==> src/rtl/soml_frame_loader_pkg.sv <==
// rtl/soml_frame_loader_pkg.sv - shared constants and state encoding for the SOML frame loader
package soml_frame_loader_pkg;

    localparam logic [7:0] HDR_BYTE    = 8'hA5;
    localparam int         NUM_H       = 16;
    localparam int         NUM_Y       = 8;
    localparam int         NUM_ENTRIES = NUM_H + NUM_Y;

    typedef enum logic [1:0] {
        ST_IDLE    = 2'd0,
        ST_PAYLOAD = 2'd1,
        ST_CHECK   = 2'd2
    } state_t;

    // One complex entry is a real word followed by an imaginary word.
    function automatic int bytes_per_entry(input int n);
        return 2 * n / 8;
    endfunction

endpackage

==> src/rtl/soml_frame_loader_if.sv <==
// rtl/soml_frame_loader_if.sv - byte stream in, H/Y memory writes and control pulses out
interface soml_frame_loader_if #(
    parameter int N = 32
) ();

    logic         rx_valid;
    logic [7:0]   rx_data;
    logic         core_busy;

    logic         h_we;
    logic [1:0]   h_row;
    logic [1:0]   h_col;
    logic [N-1:0] h_re;
    logic [N-1:0] h_im;

    logic         y_we;
    logic         y_col;
    logic [1:0]   y_idx;
    logic [N-1:0] y_re;
    logic [N-1:0] y_im;

    logic         start;
    logic         frame_err;
    logic         loading;

    modport master (
        input  rx_valid, rx_data, core_busy,
        output h_we, h_row, h_col, h_re, h_im,
        output y_we, y_col, y_idx, y_re, y_im,
        output start, frame_err, loading
    );

    modport slave (
        output rx_valid, rx_data, core_busy,
        input  h_we, h_row, h_col, h_re, h_im,
        input  y_we, y_col, y_idx, y_re, y_im,
        input  start, frame_err, loading
    );

endinterface

==> src/rtl/soml_frame_loader_assembler.sv <==
// rtl/soml_frame_loader_assembler.sv - MSB-first byte shifter producing one 2N-bit entry word
module soml_byte_assembler
    import soml_frame_loader_pkg::*;
#(
    parameter int N = 32
) (
    input  logic           clk,
    input  logic           rst,
    input  logic           clr,
    input  logic           byte_valid,
    input  logic [7:0]     byte_data,
    output logic [2*N-1:0] word,
    output logic           entry_done
);

    localparam int BPE = bytes_per_entry(N);
    localparam int CW  = (BPE > 1) ? $clog2(BPE) : 1;

    // Only the bytes preceding the current one are stored; the live byte completes the word.
    logic [2*N-9:0] sreg;
    logic [CW-1:0]  cnt;

    assign word       = {sreg, byte_data};
    assign entry_done = byte_valid && !clr && (cnt == CW'(BPE - 1));

    always_ff @(posedge clk) begin
        if (rst || clr) begin
            sreg <= '0;
            cnt  <= '0;
        end else if (byte_valid) begin
            sreg <= word[2*N-9:0];
            cnt  <= entry_done ? '0 : cnt + 1'b1;
        end
    end

endmodule

==> src/rtl/soml_frame_loader.sv <==
// rtl/soml_frame_loader.sv - parses framed H/Y packets into decoder memories and launches the decoder
module soml_frame_loader
    import soml_frame_loader_pkg::*;
#(
    parameter int         N           = 32,
    parameter logic [7:0] HDR         = HDR_BYTE,
    parameter int         TIMEOUT_CYC = 1000000
) (
    input  logic                clk,
    input  logic                rst,
    soml_frame_loader_if.master bus
);

    localparam int         IW         = $clog2(TIMEOUT_CYC + 1);
    localparam logic [4:0] LAST_ENTRY = 5'(NUM_ENTRIES - 1);
    localparam logic [4:0] FIRST_Y    = 5'(NUM_H);

    state_t         state;
    state_t         state_nxt;
    logic [4:0]     entry_cnt;
    logic [7:0]     xor_acc;
    logic [IW-1:0]  idle_cnt;
    logic           hdr_ok;
    logic           pay_byte;
    logic           chk_byte;
    logic           timeout;
    logic           entry_done;
    logic [2*N-1:0] word;

    soml_byte_assembler #(.N(N)) u_asm (
        .clk        (clk),
        .rst        (rst),
        .clr        (state != ST_PAYLOAD),
        .byte_valid (pay_byte),
        .byte_data  (bus.rx_data),
        .word       (word),
        .entry_done (entry_done)
    );

    always_ff @(posedge clk) begin
        if (rst) state <= ST_IDLE;
        else     state <= state_nxt;
    end

    always_comb begin
        state_nxt = state;
        case (state)
            ST_IDLE:    if (hdr_ok) state_nxt = ST_PAYLOAD;
            ST_PAYLOAD: begin
                if (timeout)                                   state_nxt = ST_IDLE;
                else if (entry_done && entry_cnt == LAST_ENTRY) state_nxt = ST_CHECK;
            end
            ST_CHECK:   if (timeout || chk_byte) state_nxt = ST_IDLE;
            default:    state_nxt = ST_IDLE;
        endcase
    end

    always_comb begin
        hdr_ok      = 1'b0;
        pay_byte    = 1'b0;
        chk_byte    = 1'b0;
        timeout     = 1'b0;
        bus.loading = 1'b0;
        case (state)
            ST_IDLE: hdr_ok = bus.rx_valid && (bus.rx_data == HDR) && !bus.core_busy;
            ST_PAYLOAD: begin
                bus.loading = 1'b1;
                pay_byte    = bus.rx_valid;
                timeout     = !bus.rx_valid && (idle_cnt == IW'(TIMEOUT_CYC - 1));
            end
            ST_CHECK: begin
                bus.loading = 1'b1;
                chk_byte    = bus.rx_valid;
                timeout     = !bus.rx_valid && (idle_cnt == IW'(TIMEOUT_CYC - 1));
            end
            default: ;
        endcase
    end

    always_ff @(posedge clk) begin
        if (rst) begin
            entry_cnt     <= '0;
            xor_acc       <= '0;
            idle_cnt      <= '0;
            bus.h_we      <= 1'b0;
            bus.h_row     <= '0;
            bus.h_col     <= '0;
            bus.h_re      <= '0;
            bus.h_im      <= '0;
            bus.y_we      <= 1'b0;
            bus.y_col     <= 1'b0;
            bus.y_idx     <= '0;
            bus.y_re      <= '0;
            bus.y_im      <= '0;
            bus.start     <= 1'b0;
            bus.frame_err <= 1'b0;
        end else begin
            bus.h_we      <= 1'b0;
            bus.y_we      <= 1'b0;
            bus.start     <= 1'b0;
            bus.frame_err <= 1'b0;

            if (state == ST_IDLE || bus.rx_valid) idle_cnt <= '0;
            else                                  idle_cnt <= idle_cnt + 1'b1;

            if (hdr_ok) begin
                entry_cnt <= '0;
                xor_acc   <= '0;
            end

            if (pay_byte) xor_acc <= xor_acc ^ bus.rx_data;

            if (entry_done) begin
                entry_cnt <= entry_cnt + 5'd1;
                if (entry_cnt < FIRST_Y) begin
                    bus.h_we  <= 1'b1;
                    bus.h_row <= entry_cnt[3:2];
                    bus.h_col <= entry_cnt[1:0];
                    bus.h_re  <= word[2*N-1:N];
                    bus.h_im  <= word[N-1:0];
                end else begin
                    // Y entries occupy 16..23, so the low three bits are the offset into Y1/Y2.
                    bus.y_we  <= 1'b1;
                    bus.y_col <= entry_cnt[2];
                    bus.y_idx <= entry_cnt[1:0];
                    bus.y_re  <= word[2*N-1:N];
                    bus.y_im  <= word[N-1:0];
                end
            end

            if (chk_byte) begin
                bus.start     <= (bus.rx_data == xor_acc);
                bus.frame_err <= (bus.rx_data != xor_acc);
            end

            if (timeout) bus.frame_err <= 1'b1;
        end
    end

endmodule

==> src/flat_wrapper.sv <==
// flat-port wrapper written by rule: the top's interface ports become plain ports
module soml_frame_loader_flat import soml_frame_loader_pkg::*;
#(
    parameter int         N           = 32,
    parameter logic [7:0] HDR         = HDR_BYTE,
    parameter int         TIMEOUT_CYC = 1000000
)
  (clk, rst, bus_rx_valid, bus_rx_data, bus_core_busy, bus_h_we, bus_h_row, bus_h_col, bus_h_re, bus_h_im, bus_y_we, bus_y_col, bus_y_idx, bus_y_re, bus_y_im, bus_start, bus_frame_err, bus_loading);
  soml_frame_loader_if #(.N(N)) bus_i ();
  input  logic clk;
  input  logic rst;
  input wire logic [$bits(bus_i.rx_valid)-1:0] bus_rx_valid;
  input wire logic [$bits(bus_i.rx_data)-1:0] bus_rx_data;
  input wire logic [$bits(bus_i.core_busy)-1:0] bus_core_busy;
  output wire logic [$bits(bus_i.h_we)-1:0] bus_h_we;
  output wire logic [$bits(bus_i.h_row)-1:0] bus_h_row;
  output wire logic [$bits(bus_i.h_col)-1:0] bus_h_col;
  output wire logic [$bits(bus_i.h_re)-1:0] bus_h_re;
  output wire logic [$bits(bus_i.h_im)-1:0] bus_h_im;
  output wire logic [$bits(bus_i.y_we)-1:0] bus_y_we;
  output wire logic [$bits(bus_i.y_col)-1:0] bus_y_col;
  output wire logic [$bits(bus_i.y_idx)-1:0] bus_y_idx;
  output wire logic [$bits(bus_i.y_re)-1:0] bus_y_re;
  output wire logic [$bits(bus_i.y_im)-1:0] bus_y_im;
  output wire logic [$bits(bus_i.start)-1:0] bus_start;
  output wire logic [$bits(bus_i.frame_err)-1:0] bus_frame_err;
  output wire logic [$bits(bus_i.loading)-1:0] bus_loading;
  assign bus_i.rx_valid = bus_rx_valid;
  assign bus_i.rx_data = bus_rx_data;
  assign bus_i.core_busy = bus_core_busy;
  assign bus_h_we = bus_i.h_we;
  assign bus_h_row = bus_i.h_row;
  assign bus_h_col = bus_i.h_col;
  assign bus_h_re = bus_i.h_re;
  assign bus_h_im = bus_i.h_im;
  assign bus_y_we = bus_i.y_we;
  assign bus_y_col = bus_i.y_col;
  assign bus_y_idx = bus_i.y_idx;
  assign bus_y_re = bus_i.y_re;
  assign bus_y_im = bus_i.y_im;
  assign bus_start = bus_i.start;
  assign bus_frame_err = bus_i.frame_err;
  assign bus_loading = bus_i.loading;
  soml_frame_loader #(.N(N), .HDR(HDR), .TIMEOUT_CYC(TIMEOUT_CYC)) u_core (.clk(clk), .rst(rst), .bus(bus_i));
endmodule
==> config.mk <==
export PLATFORM = sky130hd
export DESIGN_NAME = soml_frame_loader_flat
export DESIGN_NICKNAME = d
export VERILOG_FILES = /design/src/rtl/soml_frame_loader_pkg.sv /design/src/rtl/soml_frame_loader_if.sv /design/src/rtl/soml_frame_loader_assembler.sv /design/src/rtl/soml_frame_loader.sv /design/src/flat_wrapper.sv
export SDC_FILE = /design/constraint.sdc
export NUM_CORES = 1
export LEC_CHECK = 0
export ABC_AREA = 1
export BUFFER_PORTS_ARGS = -buffer_cell sky130_fd_sc_hd__buf_4
export CAP_MARGIN = 10
export CORE_MARGIN = 2
export CORE_UTILIZATION = 40
export CTS_BUF_LIST = sky130_fd_sc_hd__clkbuf_4 sky130_fd_sc_hd__clkbuf_8
export DETAILED_ROUTE_END_ITERATION = 10
export PLACE_DENSITY = 0.63
export SYNTH_ARGS = -nofsm -noshare
export SYNTH_HDL_FRONTEND = slang
export SYNTH_HIERARCHICAL = 1
export SYNTH_SLANG_ARGS = --single-unit
==> constraint.sdc <==
create_clock -name clk -period 3.51 [get_ports clk]
set_input_delay 0.702 -clock clk [delete_from_list [all_inputs] [get_ports clk]]
set_output_delay 0.702 -clock clk [all_outputs]
set_load 0.1 [all_outputs]
==> metrics.csv <==
stage,metric,value,unit
run_status,outcome,completed,
hold_path,instance count along the most critical hold path,1,
clock_network,number of buffers inserted during clock tree synthesis,39,
clock_network,number of hold-repair buffers added at the cts stage,0,
drt,remaining routing DRC violations,0,
yosys,post-synthesis register bit count,233,
yosys,sequential element share of the synthesized area,53.6,%
setup_path,element type at the critical path end,flop,
pwr,share of power burned in the clock network,44.5,%
place,weighted congestion at the end of routability-driven global placement,0.749,
die,Die Outline Area,23000,sq um
grt,largest net degree at the start of global routing,88,
drt,detailed-router iteration count before antenna repair,5,
clock_network,setup bufs post-CTS,0,
timing,Tightest Pin Transition,0.974,ns
pwr,worst voltage drop across the vdd grid,0.000556,V
drt,mean routed wirelength per cell,14.4,um
yosys,library cell with the largest summed area after synthesis,dfxtp_1,
pwr,total power divided by cell area,539,nW/um^2
yosys,Synth top area share,53.6,%
finish,Finished Layout Cells,1548,
timing,final critical-path setup slack,0.893,ns
pwr,net switching share of the total power,25.4,%
setup_path,largest incremental delay on the critical path,0.54,ns
timing,Finish-stage setup viols,0,
grt,number of antenna violations at the first check in global routing,0,
timing,period utilisation layout,74.6,%
die,Starting Density,41.0,%
drt,number of DRC violations after detailed-routing iteration 0,385,
place,Placed Cells,1480,
pwr,Flop pwr share,46.4,%
clock_network,H-tree lvl count,2,
finish,cell area after layout,10700,sq um
setup_path,largest fanout on the critical path,66,
place,DPL Wire Length,13900,um
setup_path,CP Cell Sequence,inv_1 > ha_1 > nand2_1 > inv_2 > buf_4 > clkinv_2 > buf_4 > nand2_1 > a21oi_1,
yosys,count of different cell masters after synthesis,39,
clock_network,"Gates resized, CTS repair",0,
timing,final hold viol count,0,
pwr,total leakage power,4.56,nW
grt,first-pass GRT wire length,35200,um
die,die span in y,152,um
die,width of the chip,152,um
pwr,internal power summed over all cells,4.32,mW
clock_network,insertion delay to the later sink of the worst-skew pair,0.53,ns
yosys,number of synthesis warnings,6,
finish,fraction of layout cells with a size suffix above 1,20.7,%
yosys,Mapped Area,8700,sq um
drt,final WL,22300,um
timing,clock period minus final worst setup slack,2.62,ns
drt,routed vias,7453,
place,cell area after placement,9870,sq um
clock_network,clk buf depth,3,
setup_path,arrival time of data at the critical path endpoint,2.98,ns
timing,highest clock rate,382,MHz
pwr,Net Sw Power,1.47,mW
finish,layout net count,1265,
pwr,combinational power share,9.0,%
run,max capacitance violation total,0,
yosys,Post-Synthesis Mean Instance Area,7.78,sq um
finish,Syn-to-layout area delta,23.2,%
setup_path,Worst Path Required,3.88,ns
clock_network,Sink Count,233,
drt,"antenna viol nets, final",0,
yosys,top cells by area in the synthesized netlist,"dfxtp_1 54%, nor2_1 13%, o21ai_0 7.7%",
grt,total global routing overflow,0,
clock_network,CTS tree,yes,
die,placement row count,53,
drt,Via-to-Cell Ratio,4.81,
timing,Relative slew margins,35.1,%
grt,combined global-route utilization of all metal layers,19.1,%
setup_path,count of cells along the worst register-to-register path,9,
timing,Post-Route Setup TNS,0,ns
place,buffers added on ports,151,
timing,worst setup skew after layout,0.00764,ns
yosys,Synth Net Count,1137,
hold_path,path category of the worst min-delay check,flop to flop,
die,total core area,21200,sq um
setup_path,critical path's slowest cell,buf_4,
grt,via count of the first global-routing pass,6892,
place,pre-CTS setup slack,0.770,ns
die,I/O pin count,152,
setup_path,kind of start point of the critical path,flop,
timing,total count of max-transition violations in the final report,0,
clock_network,"Clk pin slew, worst setup/hold paths",0.06,ns
yosys,cell count after synthesis,1118,
finish,diode insertion count for antenna repair,0,
timing,unrepaired setup endpoints after global routing,false,
clock_network,clock root buffer,clkbuf_8,
setup_path,type of the setup path with the least slack,flop to flop,
==> final cells by class <==
cell class	instances	area (sq um)
fillers	2121	10500
flip-flops and latches	233	4660
multi-input cells	772	3490
repair buffers	161	1220
clock buffers	64	806
well taps	275	344
inverters	39	149
clock inverters	4	47.5
==> placed cells by master, fill, tap and decap left out, types with 2 or more instances in the layout <==
cell,synthesis,final
a21oi_1,83,83
a21oi_2,2,2
a31oi_1,3,3
buf_4,11,160
clkbuf_4,0,12
clkbuf_8,0,52
clkinv_2,1,4
dfxtp_1,233,233
ha_1,7,7
inv_1,29,28
inv_2,9,9
nand2_1,162,161
nand2_2,3,4
nand3_1,22,22
nand4_1,2,2
nor2_1,306,306
nor2_2,3,3
nor2_4,5,5
nor3_1,3,3
nor3_2,3,3
o21a_1,3,3
o21ai_0,134,134
o21ai_1,8,8
or2_2,2,2
xnor2_1,2,2
xor2_1,8,8
==> registers in the layout, summed over array words and instances, names as in the netlist <==
register / count
u_core/bus.h_we: 1
u_core/entry_cnt: 5
u_core/u_asm/cnt: 3
u_core/state: 2
u_core/idle_cnt: 20
u_core/bus.y_idx: 2
u_core/u_asm/sreg: 56
u_core/bus.y_re: 32
u_core/bus.y_col: 1
u_core/xor_acc: 8
u_core/bus.h_col: 2
u_core/bus.start: 1
u_core/bus.frame_err: 1
u_core/bus.h_im: 32
u_core/bus.h_re: 32
u_core/bus.h_row: 2
u_core/bus.y_im: 32
u_core/bus.y_we: 1
==> per-layer routing <==
metal	part of all wire [%]	track usage, %	vias to the layer above
met5	0	0	-
met4	1.4	5.56	0
met3	6.3	5.06	28
met2	46	30.0	183
met1	46	25.9	3405
li1	-	-	3837
==> power by group through the flow <==
stage / logic (mW) / registers (mW) / clock network, mW
after floorplan: 0.449 / 2.75 / 0
after global placement: 0.517 / 2.74 / 0
after detailed placement: 0.521 / 2.74 / 0
after CTS: 0.524 / 2.69 / 2.64
after global routing: 0.578 / 2.69 / 2.76
final: 0.521 / 2.69 / 2.58
==> cell families after synthesis <==
logic type               synth area share, %
XOR/XNOR                                1.01
AO/OA/AOI/OAI                           13.8
AND/OR/NAND/NOR                         24.3
buffers and inverters                   6.28
flip-flops                              53.6
adder cells (fa/ha/maj)                 1.01
==> metrics by stage <==
step	hold slack [ns]	utilization, %	power, mW
after global routing	0.455	50.5	6.03
after floorplan	0.418	-	3.20
final	0.449	50.5	5.78
after CTS	0.443	50.5	5.85
after detailed placement	0.443	46.5	3.27
after global placement	0.430	46.5	3.26
==> Yosys cell counts <==
cell	instances
or2_0	1
ha_1	7
nor3b_1	1
and2_1	1
a21oi_1	83
xnor2_1	2
clkinv_2	1
a211oi_1	1
nand4_1	2
o221ai_1	1
a21oi_2	2
inv_2	9
a31oi_1	3
nand4_4	1
o21ai_1	8
o21ai_0	134
clkbuf_1	32
or2_4	1
nor2_2	3
nand2_1	162
nor3_2	3
nor2_1	306
nor4_1	1
buf_1	2
nor2_4	5
or2_2	2
nor3_1	3
buf_6	7
nand2_4	1
buf_2	22
buf_4	11
nand3_2	1
inv_1	29
xor2_1	8
nand2_2	3
o21a_1	3
dfxtp_1	233
nand3_1	22
nand3b_1	1
==> final timing paths <==
path / from / end / slack (ns)
hold / removal: u_core/idle_cnt[0] / u_core/idle_cnt[0] / 0.45
hold reg to reg: u_core/idle_cnt[0] / u_core/idle_cnt[0] / 0.45
setup reg to reg: u_core/state[1] / u_core/u_asm/sreg[52] / 0.89
setup / recovery: u_core/state[1] / u_core/u_asm/sreg[52] / 0.89
==> critical path: cells and delay by family, from the launching register on <==
kind	cells	cell delay (ns)
and+or+nand+nor	2	0.39
DFF	1	0.31
adders and majority gates	1	0.25
buffers and inverters	5	1.38
AOI/OAI and AO/OA	1	0.07
Note: power is estimated with default switching activity, not from simulation.
